$ cat src/rtl/rv32_pkg.sv
// Shared RV32 definitions: ALU opcode encodings used by the ALU, control unit
// and divider, plus the divider state encoding.
package rv32_pkg;

    localparam logic [4:0] ALU_DIV  = 5'b01100;
    localparam logic [4:0] ALU_DIVU = 5'b01101;
    localparam logic [4:0] ALU_REM  = 5'b01110;
    localparam logic [4:0] ALU_REMU = 5'b01111;

    typedef enum logic [1:0] {
        IDLE = 2'd0,
        CALC = 2'd1,
        DONE = 2'd2
    } div_state_t;

    function automatic logic is_div_opcode(input logic [4:0] op);
        return (op == ALU_DIV) || (op == ALU_DIVU) || (op == ALU_REM) || (op == ALU_REMU);
    endfunction

endpackage

$ cat src/rtl/div_step.sv
// One restoring-division iteration: shift in the next dividend bit, trial
// subtract the divisor, keep or restore.
module div_step #(
    parameter int WIDTH = 32
) (
    input  logic [WIDTH-1:0] rem_in,
    input  logic [WIDTH-1:0] divisor,
    input  logic             bit_in,
    output logic [WIDTH-1:0] rem_out,
    output logic             q_bit
);

    logic [WIDTH:0] shifted;
    logic [WIDTH:0] diff;

    // rem_in < divisor, so a non-negative difference always fits in WIDTH bits.
    always_comb begin
        shifted = {rem_in, bit_in};
        diff    = shifted - {1'b0, divisor};
        q_bit   = ~diff[WIDTH];
        rem_out = q_bit ? diff[WIDTH-1:0] : shifted[WIDTH-1:0];
    end

endmodule

$ cat src/rtl/div_unit.sv
// Sequential restoring divide/remainder unit for DIV, DIVU, REM and REMU.
// Handshakes: a request transfers on start && ready; a result on out_valid && out_ready.
module div_unit
    import rv32_pkg::*;
#(
    parameter int WIDTH = 32
) (
    input  logic             clk,
    input  logic             reset_n,
    input  logic             flush,
    input  logic             start,
    input  logic [4:0]       opcode,
    input  logic [WIDTH-1:0] data1,
    input  logic [WIDTH-1:0] data2,
    output logic             ready,
    output logic             busy,
    output logic             out_valid,
    input  logic             out_ready,
    output logic [WIDTH-1:0] result,
    output div_state_t       dbg_state
);

    localparam logic [WIDTH-1:0] MIN_NEG   = {1'b1, {(WIDTH-1){1'b0}}};
    localparam logic [5:0]       LAST_STEP = 6'(WIDTH - 1);

    div_state_t       state_q, state_d;
    logic [5:0]       step_q, step_d;
    logic [WIDTH-1:0] rem_q, rem_d;
    logic [WIDTH-1:0] quo_q, quo_d;
    logic [WIDTH-1:0] divisor_q, divisor_d;
    logic             q_neg_q, q_neg_d;
    logic             r_neg_q, r_neg_d;
    logic             is_rem_q, is_rem_d;
    logic [WIDTH-1:0] result_q, result_d;
    logic             out_valid_q, out_valid_d;

    logic             is_signed;
    logic [WIDTH-1:0] abs1, abs2;
    logic [WIDTH-1:0] q_final, r_final;
    logic [WIDTH-1:0] step_rem;
    logic             step_bit;

    // quo_q starts as the dividend magnitude; each step shifts out its MSB
    // and shifts the new quotient bit in at the bottom.
    div_step #(.WIDTH(WIDTH)) u_step (
        .rem_in  (rem_q),
        .divisor (divisor_q),
        .bit_in  (quo_q[WIDTH-1]),
        .rem_out (step_rem),
        .q_bit   (step_bit)
    );

    always_comb begin
        is_signed = (opcode == ALU_DIV) || (opcode == ALU_REM);
        abs1      = (is_signed && data1[WIDTH-1]) ? -data1 : data1;
        abs2      = (is_signed && data2[WIDTH-1]) ? -data2 : data2;
        q_final   = q_neg_q ? -quo_q : quo_q;
        r_final   = r_neg_q ? -rem_q : rem_q;

        state_d     = state_q;
        step_d      = step_q;
        rem_d       = rem_q;
        quo_d       = quo_q;
        divisor_d   = divisor_q;
        q_neg_d     = q_neg_q;
        r_neg_d     = r_neg_q;
        is_rem_d    = is_rem_q;
        result_d    = result_q;
        out_valid_d = out_valid_q;

        case (state_q)
            IDLE: begin
                if (start && is_div_opcode(opcode)) begin
                    is_rem_d  = (opcode == ALU_REM) || (opcode == ALU_REMU);
                    divisor_d = abs2;
                    step_d    = 6'd0;
                    // Special cases preload the final quotient/remainder unsigned.
                    if (data2 == '0) begin
                        quo_d   = '1;
                        rem_d   = data1;
                        q_neg_d = 1'b0;
                        r_neg_d = 1'b0;
                        state_d = DONE;
                    end else if (is_signed && data1 == MIN_NEG && data2 == '1) begin
                        quo_d   = MIN_NEG;
                        rem_d   = '0;
                        q_neg_d = 1'b0;
                        r_neg_d = 1'b0;
                        state_d = DONE;
                    end else begin
                        quo_d   = abs1;
                        rem_d   = '0;
                        q_neg_d = is_signed && (data1[WIDTH-1] ^ data2[WIDTH-1]);
                        r_neg_d = is_signed && data1[WIDTH-1];
                        state_d = CALC;
                    end
                end
            end
            CALC: begin
                rem_d = step_rem;
                quo_d = {quo_q[WIDTH-2:0], step_bit};
                if (step_q == LAST_STEP) begin
                    step_d  = 6'd0;
                    state_d = DONE;
                end else begin
                    step_d = step_q + 6'd1;
                end
            end
            DONE: begin
                if (!out_valid_q) begin
                    result_d    = is_rem_q ? r_final : q_final;
                    out_valid_d = 1'b1;
                end else if (out_ready) begin
                    out_valid_d = 1'b0;
                    state_d     = IDLE;
                end
            end
            default: state_d = IDLE;
        endcase

        if (flush) begin
            state_d     = IDLE;
            step_d      = 6'd0;
            out_valid_d = 1'b0;
        end
    end

    always_ff @(posedge clk or negedge reset_n) begin
        if (!reset_n) begin
            state_q     <= IDLE;
            step_q      <= 6'd0;
            rem_q       <= '0;
            quo_q       <= '0;
            divisor_q   <= '0;
            q_neg_q     <= 1'b0;
            r_neg_q     <= 1'b0;
            is_rem_q    <= 1'b0;
            result_q    <= '0;
            out_valid_q <= 1'b0;
        end else begin
            state_q     <= state_d;
            step_q      <= step_d;
            rem_q       <= rem_d;
            quo_q       <= quo_d;
            divisor_q   <= divisor_d;
            q_neg_q     <= q_neg_d;
            r_neg_q     <= r_neg_d;
            is_rem_q    <= is_rem_d;
            result_q    <= result_d;
            out_valid_q <= out_valid_d;
        end
    end

    assign ready     = (state_q == IDLE);
    assign busy      = ~ready;
    assign out_valid = out_valid_q;
    assign result    = result_q;
    assign dbg_state = state_q;

endmodule
$ cat config.mk
export PLATFORM = sky130hd
export DESIGN_NAME = div_unit
export DESIGN_NICKNAME = d
export VERILOG_FILES = /design/src/rtl/rv32_pkg.sv /design/src/rtl/div_step.sv /design/src/rtl/div_unit.sv
export SDC_FILE = /design/constraint.sdc
export NUM_CORES = 1
export LEC_CHECK = 0
export ABC_CLOCK_PERIOD_IN_PS = 6700
export CORE_MARGIN = 5
export CORE_UTILIZATION = 45
export CTS_BUF_LIST = sky130_fd_sc_hd__clkbuf_2
export DETAILED_ROUTE_END_ITERATION = 10
export PLACE_DENSITY = 0.69
export SLEW_MARGIN = 5
export SYNTH_ARGS = -nofsm -noshare
export SYNTH_HDL_FRONTEND = slang
export SYNTH_HIERARCHICAL = 1
export SYNTH_SLANG_ARGS = --single-unit
$ cat constraint.sdc
create_clock -name clk -period 6.7 [get_ports clk]
set_clock_uncertainty 0.15 [all_clocks]
set_input_delay 0.67 -clock clk [delete_from_list [all_inputs] [get_ports clk]]
set_output_delay 0.67 -clock clk [all_outputs]
set_load 0.005 [all_outputs]
Yosys cells after proc, flatten, opt, wreduce, memory -nomap -nowiden
Index checks and enable logic that the tools add are counted.
W data, S select, Z words.
{ "op_classes": {"n_bitwise": 4, "add_sub_neg": 6, "muxes": 33, "eq_ne": 14, "reduce_logical": 21} }
{ "op_table": {"columns": ["op", "count"], "rows": [
  ["$mux W32", 11],
  ["$neg A32 Y32", 4],
  ["$pmux W32 S2", 2],
  ["$eq A32 B32 Y1 const B", 2],
  ["$sub A33 B32 Y33", 1],
  ["$logic_not A32 Y1", 1],
  ["$eq A5 B4 Y1 const B", 4],
  ["$mux W6", 3],
  ["$mux W2", 7],
  ["$pmux W6 S2", 1],
  ["$ne A3 B3 Y1 const B", 3],
  ["$mux W1", 8],
  ["$reduce_and A2 Y1", 4],
  ["$add A6 B1 Y6 const B", 1],
  ["$eq A6 B5 Y1 const B", 1],
  ["$logic_and A1 B1 Y1", 6],
  ["$pmux W2 S3", 1],
  ["$logic_or A1 B1 Y1", 5],
  ["$reduce_and A4 Y1", 1],
  ["$reduce_bool A2 Y1", 2],
  ["$ne A3 B2 Y1 const B", 1],
  ["$not A1 Y1", 3],
  ["$reduce_bool A3 Y1", 1],
  ["$eq A2 B1 Y1 const B", 1],
  ["other kinds (4)", 4]
]} }
{ "totals": {"output_inout_bits": 37, "wordCells": 88, "reg_bits": 140} }

Depth between registers and ports, before layout
{ "depth": {"ltp_word": 9, "ltp_mapped": 16, "mapped_depth_nobuf": 15} }

Cells and area by module
The synthesis kept the hierarchy.
{ "modules_own_cells": {"columns": ["mod", "cells_each", "instances", "area_per_inst_um2", "seq_area_each_um2"], "rows": [
  ["div_unit", 1001, 1, 8798.4, 3503.4],
  ["div_step", 311, 1, 2255.9, 0.0]
]} }

Worst setup path before layout
Ideal clock, no wire load.
{ "synth_timing": {"kind": "reg2reg", "start": "register quo_q[31]", "end": "register rem_q[13]", "path_stages_with_launch": 17, "required_ns": 6.423, "synth_period_minus_slack_ns": 3.525, "path_slack_ns": 3.175, "arrival_ns": 3.248, "n_path_buf": 1, "path_cell_list": "dfrtp_1 inv_1 ha_1 fa_1 and2b_1 o2111ai_1 a21oi_2 o2111ai_1 a211oi_2 nor2_2 mux2i_1 and2_4 inv_2 buf_6 mux2_4 a222oi_1 inv_1"} }
{ "synth_via": {"elab_chain_len": 3} }
{ "synth_rtl": {"columns": ["element", "line", "text"], "rows": [
  ["start: declaration", "div_unit.sv:29", "logic [WIDTH-1:0] quo_q, quo_d;"],
  ["start signal: assignment", "div_unit.sv:144", "quo_q <= quo_d;"],
  ["$sub A33 B32 Y33", "div_step.sv:19", "diff = shifted - {1'b0, divisor};"],
  ["$mux W32", "div_step.sv:21", "rem_out = q_bit ? diff[WIDTH-1:0] : shifted[WIDTH-1:0];"],
  ["net step_rem[13]", "div_unit.sv:40", "logic [WIDTH-1:0] step_rem;"],
  ["$pmux W32 S2", "div_unit.sv:71", "case (state_q)"],
  ["end signal: assignment", "div_unit.sv:143", "rem_q <= rem_d;"],
  ["end: declaration", "div_unit.sv:28", "logic [WIDTH-1:0] rem_q, rem_d;"]
]} }
The timed path passes the listed nets, and every way through them passes these cells.
A chain may end at the register's enable or synchronous reset.

Worst setup path after layout
{ "layout_timing": {"start": "register quo_q[31]", "end": "register rem_q[16]"} }
Same word-level chain as after synthesis.

==> impl_results.md <==
- Min-Delay Path Depth: 3
- Final setup viols: 0
- Top post-synthesis cells by area: dfrtp_1, xor2_1, xnor2_1
- Setup_tns: 0 ps
- Fmax: ~200 MHz
- Post-synth EDFFs: 0
- Largest net degree at the start of global routing: 90
- Die Y: approximately 170 µm
- Biggest area consumer among synthesized cells: dfrtp_1
- Vias/cell: between 5 and 6
- Fillcell total: roughly 2400
- Final #Nets: around 1500
- Fin crit period: ~4900 ps
- CTS Buffer Depth: 2
- Sequential Area: 3500 µm²
- P&R area growth vs syn: 13.7%
- Total gr overflow: 0
- Synth Flop Type: dfrtp_1
- Post-route cell area: between 10000 and 15000 µm²
- CP Capture Type: flip-flop
- Die Wd: about 170 µm
- Die area: 27800 µm²
- Top cell type's share of synthesized area: around a third
- CTS root buf: clkbuf_2
- Port Buf Inserts: 110
- Post-DR wirelength/cell: 18.7 µm
- CTS buffer count: 17
- Max_slew headroom: a little under a fifth
- R2R depth: 15
- Max-cap violations: 0
- Vias: a little over 10000
- Worst reg2reg startpoint: quo_q[31]$_DFFE_PN0P_
- Required @ worst endpoint: 7150 ps
- Multi-input logic area: slightly below 7000 µm²
- RSZ-0062 raised after global routing: false
- H-tree depth: 4
- Core area: approximately 24000 µm²
- Syn Inst Count: between 1000 and 1500
- HPWL after DPL: roughly 25 mm
- Worst Hold Path EP: is_rem_q$_DFFE_PN0P_
- Critical Path Source Type: flip-flop
- Post-CTS Setup Inserts: 0
- Crit-path max FO: 22
- Pwr Density: 434 nW/µm²
- Mapped cell area: 11100 µm²
- Share of layout cells above drive strength 1: approximately 6.6%
- Initial antenna violation count: 1
- Final hold violation count: 0
- Part of the cycle the worst path needs: approximately three quarters
- Synthesis Warnings: 6
- Syn Nets: 1425
- Routed Wire Length: around 32 mm
- Number of synthesized register bits: between 100 and 150
- Num rows: 57
- DR iter-0 viols: roughly 850
- Clock latency on the worst-skew pair: about 730 ps
- Maximum VDD drop: between 0.0002 and 0.00025 V
- Finished Layout Cells: 1712
- Hold Crit Class: in -> reg
- Fin util: about 52%
- Crit Reg-Reg Endpoint: rem_q[16]$_DFFE_PN0P_
- Post-place instance area: between 10000 and 15000 µm²
- Async SR Flop Fraction: between 90% and 100%
- Sequential element share of the synthesized area: between 30% and 40%
- Routed Antenna Nets: 0
- GP Congestion: around 0.9
- Syn_area_per_cell: around 8.4 µm²
- HP Start: opcode[1]
- First-pass GRT wire length: around 52 mm
- Leakage power: between 5 and 6 nW
- Vias in the first global route: about 9400
- DR DRC count: 0
- Worst EP arrival: roughly 5400 ps
- CTS clk-pin slew, worst paths: approximately 200 ps
- CP Class: reg -> reg
- Min Hold Slack: 327 ps
- TritonCTS clock tree: done
- Drt first pass iters: 6
- Placed instance count: about 1700
- Fin. max-slew vios: 0
- Slew @ Worst Pin: 1230 ps
- Outcome: complete, no violations
- Initial Util: 45.6%
- Library cells used by synthesis: 84
- # clock sinks: 140
- IO Pins: between 100 and 150
- Tot GR Track Use: between 20% and 30%
- Register-to-register path setup slack: approximately 1800 ps
==> cell usage after synthesis (3+ instances only) <==
master	n
o21bai_1	3
nor2b_1	8
o21ai_1	29
ha_1	38
a22oi_1	9
nor2_1	52
nor3_1	23
and2_1	6
nand3b_1	3
o21a_1	18
nand2b_1	9
clkbuf_1	63
xor2_1	78
or2_2	6
mux2i_1	12
o41ai_1	22
mux2_4	19
inv_1	81
nand2_1	128
o2111ai_1	4
o221ai_1	6
o21ai_0	111
o211ai_1	3
dfrtp_1	140
xnor2_1	67
buf_2	8
and3_1	8
a21oi_1	88
or3_1	16
o41ai_2	4
buf_1	6
nand4_1	24
o31ai_1	32
buf_6	3
a222oi_1	32
a31oi_1	8
nor4_1	17
or4_1	11
a21o_1	31
nand3_1	29
nor3b_1	7
==> metrics by stage <==
stage / setup WS, ps / total power, mW
after floorplan: 3170 / 4.00
after global placement: 1930 / 4.90
after detailed placement: 1780 / 4.96
after CTS: 1740 / 5.44
after global routing: 1380 / 5.90
final: 1760 / 5.46
==> metal layers <==
| layer | vias to the layer above | global-route usage (%) | wire length (µm) |
|---|---|---|---|
| met2 | 360 | 36.9 | 15000 |
| met4 | 0 | 5.69 | 572 |
| met3 | 41 | 3.06 | 2170 |
| li1 | 4929 | - | - |
| met5 | - | 0 | 0 |
| met1 | 4811 | 32.1 | 14400 |
==> final cells by class <==
| type | instances | share of cell area (%) |
|---|---|---|
| Multi-Input combinational cell | 1009 | 55.1 |
| Sequential cell | 140 | 27.9 |
| Timing Repair Buffer | 123 | 9.57 |
| Tap cell | 324 | 3.23 |
| Inverter | 83 | 2.48 |
| Clock inverter | 14 | 1.03 |
| Clock buffer | 18 | 0.717 |
| Antenna cell | 1 | 0.0199 |
==> report_power, final <==
part	leakage (nW)	total, mW	internal [mW]	switching, mW
clock network	0.126	0.483	0.165	0.318
registers	1.83	1.57	1.16	0.407
logic	3.35	3.41	1.59	1.82
total	5.31	5.46	2.92	2.54
==> worst max path at each step <==
stage / startpoint / to / cells past startpoint
detailed placement: quo_q[31]$_DFFE_PN0P_ / rem_q[3]$_DFFE_PN0P_ / 15
global placement: quo_q[31]$_DFFE_PN0P_ / rem_q[3]$_DFFE_PN0P_ / 15
finish: quo_q[31]$_DFFE_PN0P_ / rem_q[16]$_DFFE_PN0P_ / 15
global route: quo_q[31]$_DFFE_PN0P_ / rem_q[13]$_DFFE_PN0P_ / 15
CTS: quo_q[31]$_DFFE_PN0P_ / rem_q[18]$_DFFE_PN0P_ / 15
floorplan: quo_q[31]$_DFFE_PN0P_ / rem_q[13]$_DFFE_PN0P_ / 16
==> sequential cells by signal (all words and copies together), names as in the netlist <==
register   count
result        32
rem_q         32
is_rem_q       1
r_neg_q        1
quo_q         32
dbg_state      2
out_valid      1
q_neg_q        1
step_q         6
divisor_q     32
==> placed cells by master, fill, tap and decap left out, types with 9 or more instances in the layout <==
master / n
nor4_1: 16
o21ai_1: 29
mux2_4: 19
nor2_1: 51
or3_1: 16
buf_4: 12
a21o_1: 31
dfrtp_1: 140
nand3_1: 29
o31ai_1: 32
mux2i_1: 12
or4_1: 11
ha_1: 38
o21a_1: 18
nand2b_1: 9
clkdlybuf4s50_1: 109
a21oi_1: 88
nor3_1: 23
nand2_1: 127
a222oi_1: 32
inv_1: 81
clkbuf_2: 18
o41ai_1: 22
a22oi_1: 9
xnor2_1: 67
nand4_1: 24
xor2_1: 78
o21ai_0: 111
==> worst max-delay path, stage by stage, from the launching register on <==
cell and delay, ps:
dfrtp_1 450, inv_1 70, ha_1 210, fa_1 410, and2b_1 230, o2111ai_1 170, a21oi_2 230, o2111ai_1 260
a211oi_2 310, nor2_2 110, mux2i_1 770, and2_4 400, inv_2 290, mux2_4 380, a222oi_1 290, inv_1 90
==> cells by family (layout without fill, tap and decap cells) <==
kind of cell,after synthesis,after routing,synth area share [%]
AOI/OAI and AO/OA,424,424,25.5
xor gates and xnor gates,145,145,11.5
adders and majority gates,39,39,4.48
buffers and inverters,163,238,5.83
DFF,140,140,31.7
muxes,34,34,3.97
other,0,1,0
and+or+nand+nor,367,367,17.0
==> repair_timing <==
item | CTS | global route
hold endpoints to repair | 88 | 0
hold buffers | 1 | 0
gates resized for setup | 0 | 0
Note: power is estimated with default switching activity, not from simulation.
